--- src/rtl/tiny45_alu_pkg.sv ---
// tiny45_alu_pkg: shared constants for the nibble-serial ALU.
// Defines the {alt, funct3} opcode encodings, the nibble count of a 32-bit
// operation, the controller state enum and small opcode-decode helpers.
// The WB state exists only when TINY45_ALU_CMP_EN is defined.
package tiny45_alu_pkg;

  // A 32-bit word is processed as 8 nibbles, LSB first
  localparam int         NIBBLES     = 8;
  localparam logic [2:0] LAST_NIBBLE = 3'(NIBBLES - 1);

  // Opcode encodings: {alt, funct3}
  localparam logic [3:0] OP_ADD  = 4'b0000;
  localparam logic [3:0] OP_SUB  = 4'b1000;
  localparam logic [3:0] OP_XOR  = 4'b0100;
  localparam logic [3:0] OP_OR   = 4'b0110;
  localparam logic [3:0] OP_AND  = 4'b0111;
  localparam logic [3:0] OP_SLT  = 4'b0010;
  localparam logic [3:0] OP_SLTU = 4'b0011;

  // Controller states
  typedef enum logic [1:0] {
    ST_IDLE = 2'd0,
    ST_RUN  = 2'd1
`ifdef TINY45_ALU_CMP_EN
    , ST_WB = 2'd2
`endif
  } state_t;

  // Ops that run the adder as a subtractor (a + ~b + 1)
  function automatic logic op_is_sub(input logic [3:0] op);
    return (op == OP_SUB) || (op == OP_SLT) || (op == OP_SLTU);
  endfunction

  // Set-less-than ops, resolved at the last nibble
  function automatic logic op_is_cmp(input logic [3:0] op);
    return (op == OP_SLT) || (op == OP_SLTU);
  endfunction

  // Bitwise ops
  function automatic logic op_is_logic(input logic [3:0] op);
    return (op == OP_XOR) || (op == OP_OR) || (op == OP_AND);
  endfunction

  // Ops whose RUN-phase nibbles are written straight to rd
  function automatic logic op_writes(input logic [3:0] op);
    return (op == OP_ADD) || (op == OP_SUB) || op_is_logic(op);
  endfunction

endpackage

--- src/rtl/tiny45_nibble_adder.sv ---
// tiny45_nibble_adder: combinational 4-bit ripple adder with carry in/out.
// Built from a generated chain of full adders so the carry path is explicit.
module tiny45_nibble_adder (
  input  logic [3:0] a,
  input  logic [3:0] b,
  input  logic       cin,
  output logic [3:0] sum,
  output logic       cout
);

  logic [4:0] carry;

  assign carry[0] = cin;

  // One full adder per bit, carry rippling upward
  generate
    for (genvar gi = 0; gi < 4; gi++) begin : g_fa
      assign sum[gi]     = a[gi] ^ b[gi] ^ carry[gi];
      assign carry[gi+1] = (a[gi] & b[gi]) | (carry[gi] & (a[gi] ^ b[gi]));
    end
  endgenerate

  assign cout = carry[4];

endmodule

--- src/rtl/tiny45_alu.sv ---
// tiny45_alu: nibble-serial ALU stage between the 4-bit register-file read
// ports and the write port. One nibble per clock, LSB first, indexed by the
// shared nibble counter. Carry and the A==B accumulator ride across the
// 8 nibbles; result/wr_en are combinational for same-cycle writeback.
// Optional feature macro: TINY45_ALU_CMP_EN enables SLT/SLTU with an 8-cycle
// WB pass writing the compare bit; without it those codes act as reserved.
module tiny45_alu
  import tiny45_alu_pkg::*;
(
  input  logic       clk,
  input  logic       rstn,
  input  logic       start,
  input  logic [3:0] op,
  input  logic [2:0] counter,
  input  logic [3:0] a,
  input  logic [3:0] b,
  output logic [3:0] result,
  output logic       wr_en,
  output logic       cmp,
  output logic       eq,
  output logic       done
);

  state_t     state_reg, state_next;
  logic       carry_reg, carry_next;
  logic       eq_acc_reg, eq_acc_next;
  logic       eq_reg, eq_next;

  logic       first_nibble;
  logic       last_nibble;
  logic       run_cycle;
  logic       sub;
  logic [3:0] b_eff;
  logic       cin;
  logic [3:0] sum;
  logic       cout;
  logic       nib_eq;

`ifdef TINY45_ALU_CMP_EN
  logic       cmp_reg, cmp_next;
  logic       op_cmp;
  logic       slt_lt;
  logic       sltu_lt;
`endif

  assign first_nibble = (counter == 3'd0);
  assign last_nibble  = (counter == LAST_NIBBLE);

  // A nibble is processed in RUN, and also in the IDLE cycle that accepts start
  assign run_cycle = (state_reg == ST_RUN) ||
                     ((state_reg == ST_IDLE) && start && first_nibble);

  // Subtraction is a + ~b + 1: the +1 enters as carry-in on the first nibble
  assign sub    = op_is_sub(op);
  assign b_eff  = sub ? ~b : b;
  assign cin    = first_nibble ? sub : carry_reg;
  assign nib_eq = (a == b);

  tiny45_nibble_adder u_adder (
    .a    (a),
    .b    (b_eff),
    .cin  (cin),
    .sum  (sum),
    .cout (cout)
  );

`ifdef TINY45_ALU_CMP_EN
  assign op_cmp = op_is_cmp(op);
  // Signed: differing signs decide directly, otherwise the sign of a-b
  assign slt_lt  = (a[3] ^ b[3]) ? a[3] : sum[3];
  // Unsigned: a borrow out of the top nibble means a < b
  assign sltu_lt = ~cout;
`endif

  // Next-state, arithmetic state update and writeback outputs
  always_comb begin
    state_next  = state_reg;
    carry_next  = carry_reg;
    eq_acc_next = eq_acc_reg;
    eq_next     = eq_reg;
`ifdef TINY45_ALU_CMP_EN
    cmp_next    = cmp_reg;
`endif
    result      = 4'h0;
    wr_en       = 1'b0;
    done        = 1'b0;

    if (run_cycle) begin
      state_next  = ST_RUN;
      carry_next  = cout;
      eq_acc_next = first_nibble ? nib_eq : (eq_acc_reg & nib_eq);

      case (op)
        OP_ADD, OP_SUB: result = sum;
        OP_XOR:         result = a ^ b;
        OP_OR:          result = a | b;
        OP_AND:         result = a & b;
        default:        result = 4'h0;
      endcase
      wr_en = op_writes(op);

      if (last_nibble) begin
        eq_next = eq_acc_reg & nib_eq;
`ifdef TINY45_ALU_CMP_EN
        if (op_cmp) begin
          cmp_next   = (op == OP_SLT) ? slt_lt : sltu_lt;
          state_next = ST_WB;
        end else begin
          state_next = ST_IDLE;
          done       = 1'b1;
        end
`else
        state_next = ST_IDLE;
        done       = 1'b1;
`endif
      end
    end
`ifdef TINY45_ALU_CMP_EN
    else if (state_reg == ST_WB) begin
      // Second pass writes the zero-extended compare bit into rd
      wr_en  = 1'b1;
      result = first_nibble ? {3'b000, cmp_reg} : 4'h0;
      if (last_nibble) begin
        done       = 1'b1;
        state_next = ST_IDLE;
      end
    end
`endif
  end

  // State and cross-nibble registers, asynchronously cleared
  always_ff @(posedge clk or negedge rstn) begin
    if (!rstn) begin
      state_reg  <= ST_IDLE;
      carry_reg  <= 1'b0;
      eq_acc_reg <= 1'b0;
      eq_reg     <= 1'b0;
    end else begin
      state_reg  <= state_next;
      carry_reg  <= carry_next;
      eq_acc_reg <= eq_acc_next;
      eq_reg     <= eq_next;
    end
  end

`ifdef TINY45_ALU_CMP_EN
  // Compare result register, updated only at the last nibble of SLT/SLTU
  always_ff @(posedge clk or negedge rstn) begin
    if (!rstn) begin
      cmp_reg <= 1'b0;
    end else begin
      cmp_reg <= cmp_next;
    end
  end

  assign cmp = cmp_reg;
`else
  assign cmp = 1'b0;
`endif

  assign eq = eq_reg;

endmodule

--- config.mk ---
export PLATFORM = sky130hd
export DESIGN_NAME = tiny45_alu
export DESIGN_NICKNAME = d
export VERILOG_FILES = /design/src/rtl/tiny45_alu_pkg.sv /design/src/rtl/tiny45_nibble_adder.sv /design/src/rtl/tiny45_alu.sv
export SDC_FILE = /design/constraint.sdc
export NUM_CORES = 1
export LEC_CHECK = 0
export CORE_MARGIN = 3
export CORE_UTILIZATION = 27
export CTS_CLUSTER_SIZE = 14
export DETAILED_ROUTE_END_ITERATION = 12
export PLACE_DENSITY = 0.55
export SLEW_MARGIN = 10
export SYNTH_ARGS = -nofsm -noshare
export SYNTH_HDL_FRONTEND = slang
export SYNTH_SLANG_ARGS = --single-unit
export TNS_END_PERCENT = 50
--- constraint.sdc ---
create_clock -name clk -period 5.8 [get_ports clk]
set_clock_uncertainty 0.05 [all_clocks]
set_input_delay 1.45 -clock clk [delete_from_list [all_inputs] [get_ports clk]]
set_output_delay 1.45 -clock clk [all_outputs]
set_load 0.05 [all_outputs]
==> flow_metrics.env <==
export IMPL_synthTopCellsByCount="inv_1 (13), ha_1 (8), nand2b_1 (5), o21ai_0 (5)"
export IMPL_synth_area_leaders="dfrtp_1 (14%), ha_1 (14%), fa_1 (12%), inv_1 (7.0%), xnor2_1 (5.0%)"
export IMPL_stdcell_count=146
export IMPL_drive_above_1_share_pct=33.9
export IMPL_via_count=675
export IMPL_worstSkewPairLatency_ns=0.23
export IMPL_dp_hpwl_um=1490
export IMPL_drcViolationCount=0
export IMPL_viasPerCell=4.62
export IMPL_yosys_warnings=0
export IMPL_setup_viol=0
export IMPL_period_needed_ns=5.73
export IMPL_dp_slack_ns=-0.549
export IMPL_cp_end_kind="output pin"
export IMPL_antennaDiodeCount=0
export IMPL_syn_inst=80
export IMPL_placedCellCount=142
export IMPL_vdd_ir_drop_max_uv=137
export IMPL_ctsRootBufferMaster="clkbuf_4"
export IMPL_avgSynthCellArea_um2=8.70
export IMPL_placed_area_um2=1100
export IMPL_fillers=224
export IMPL_grt_pass1_vias=741
export IMPL_synth_fp_nets=110
export IMPL_synth_top_area_cell="dfrtp_1"
export IMPL_cp_arrival_ns=4.23
export IMPL_hold_viol=0
export IMPL_clock_sinks=4
export IMPL_grt_setup_unrepaired="yes"
export IMPL_hold_path_class="reg -> reg"
export IMPL_cp_start_kind="input pin"
export IMPL_clk_pin_slew_ns=0.03
export IMPL_cp_cell_sequence="buf_6 > or3b_4 > a21oi_4 > xnor2_2 > fa_2 > inv_2 > fa_2 > inv_2 > fa_2 > fa_1 > nor2b_4 > o21ai_2 > a21oi_4 > buf_12"
export IMPL_cts_buffers=3
export IMPL_stdcell_area_um2=1160
export IMPL_setup_ws_ns=0.0706
export IMPL_layout_nets=150
export IMPL_crit_fanout=4
export IMPL_initial_core_util_pct=30.0
export IMPL_seq_area_frac_synth_pct=14.4
export IMPL_fin_hold_ws_ns=0.435
export IMPL_post_drt_wl_per_cell_um=12.1
export IMPL_die_x_um=56.8
export IMPL_crit_top_cell="fa_2"
export IMPL_antenna_left=0
export IMPL_fin_crit_sh_pct=98.8
export IMPL_grt_max_degree=11
export IMPL_synth_edf_count=0
export IMPL_die_h_um=56.8
export IMPL_rows=17
export IMPL_gp_congestion=0.848
export IMPL_clock_fmax_mhz=175
export IMPL_p_per_area_nw_per_um2=139
export IMPL_slowest_stage="fa_1"
export IMPL_dieArea_um2=3220
export IMPL_wl_um=1760
export IMPL_gr_total_overflow=0
export IMPL_synth_cell_types=30
export IMPL_area_growth_pct=66.9
export IMPL_grt_antenna_before_repair=0
export IMPL_htree_levels=1
export IMPL_power_mw=0.161
export IMPL_drt_iter0_markers=3
export IMPL_async_flop_share_pct=100
export IMPL_tritoncts="done"
export IMPL_cts_hold_buf=0
export IMPL_fin_util_pct=50.1
export IMPL_maxSlewHeadroom_pct=66.6
export IMPL_drv_cap=0
export IMPL_p_leak_nw=0.534
export IMPL_io_pins=26
export IMPL_synth_top_area_share_pct=14.4
export IMPL_io_buffer_count=24
export IMPL_critPathRequiredTime_ns=4.30
export IMPL_core_area_um2=2320
export IMPL_status="finished clean"
export IMPL_ys_flop_type="dfrtp_1"
export IMPL_tightestPinTransition_ns=0.499
export IMPL_grt_pass1_wl_um=3180
export IMPL_path_delay_family="adder cells"
export IMPL_dr_pass1_iters=2
export IMPL_fin_tns_setup_ns=0
export IMPL_cpPeakStageDelay_ns=0.49
export IMPL_drv_slew=0
export IMPL_crit_buf_inv=4
export IMPL_criticalPathCategory="in -> out"
export IMPL_synth_seq_cells=4
export IMPL_yosysMostFrequentCell="inv_1"
export IMPL_max_clock_path_buffers=2
export IMPL_grt_usage_pct=12.3
export IMPL_syn_area_um2=696
==> worst reg2reg max path: stages, from the launching register on <==
cell and delay, ns:
dfrtp_1 0.37, mux2_4 0.28, fa_2 0.33, inv_2 0.07, fa_2 0.19, inv_2 0.04
fa_2 0.33, fa_1 0.37, mux2_1 0.29
==> cell usage in the layout, fill, tap and decap left out, types with 2 or more instances in the layout <==
cell             Yosys  final
inv_2                0      2
buf_6                0      2
nand2_1              2      2
nor2_1               3      3
clkbuf_4             0      3
o211ai_1             4      4
and3b_2              3      3
o21ai_0              5      4
a21oi_1              4      3
a21oi_4              1      2
clkdlybuf4s50_1      0     13
and3b_1              2      2
buf_4                1     13
nor2b_1              3      2
clkdlybuf4s15_1      0      3
xnor2_1              4      3
buf_12               0      4
fa_2                 0      3
inv_1               13     11
dfrtp_1              4      4
ha_1                 8      8
nand2b_1             5      5
==> per-layer routing <==
metal,GRT usage (%),share of wire [%]
met1,14.3,43
met2,21.8,50
met3,3.68,7.0
met4,2.98,0.45
met5,0,0
==> where the power goes <==
part,leakage [nW],switching [mW],total (mW),internal (mW)
Combinational,0.468,0.0429,0.0914,0.0486
Sequential,0.0517,0.00306,0.0362,0.0332
Clock,0.0138,0.0105,0.0335,0.0231
Total,0.534,0.0564,0.161,0.105
==> cells by family (layout without fill, tap and decap cells) <==
logic type | count (synthesis) | count (layout) | synth area share, %
muxes | 3 | 3 | 4.68
and+or+nand+nor | 23 | 23 | 23.0
DFF | 4 | 4 | 14.4
xor gates and xnor gates | 4 | 4 | 5.04
buffers and inverters | 15 | 53 | 8.81
AOI/OAI and AO/OA | 18 | 18 | 17.6
adders and majority gates | 12 | 12 | 25.9
other | 1 | 1 | 0.539
==> path summary, 6_finish.rpt <==
path,start,end,slack [ns],cells past startpoint
max in group asynchronous,rstn,eq$_DFFE_PN0P_,4.16,1
min in group asynchronous,rstn,state_reg[0]$_DFFE_PN0P_,1.37,1
min reg2reg,eq_acc_reg$_DFFE_PN0P_,eq_acc_reg$_DFFE_PN0P_,0.44,1
min,eq_acc_reg$_DFFE_PN0P_,eq_acc_reg$_DFFE_PN0P_,0.44,1
max,op[0],result[3],0.07,14
max reg2reg,carry_reg$_DFFE_PN0P_,carry_reg$_DFFE_PN0P_,3.37,8
==> layout make-up <==
type | count | area, um2 | share of cell area, %
inverters | 13 | 48.8 | 4.20
multi-input cells | 61 | 581 | 50.0
well taps | 28 | 35.0 | 3.02
flip-flops and latches | 4 | 100 | 8.62
repair buffers | 37 | 374 | 32.2
clock buffers | 3 | 22.5 | 1.94
==> repair_timing <==
action / in CTS / in global routing
setup endpoints to repair: 2 / 1
pin swaps: 10 / 6
buffers inserted: 2 / 0
hold endpoints to repair: 0 / 0
resized for setup: 32 / 1
No activity file was read; power rests on OpenSTA's default activity.
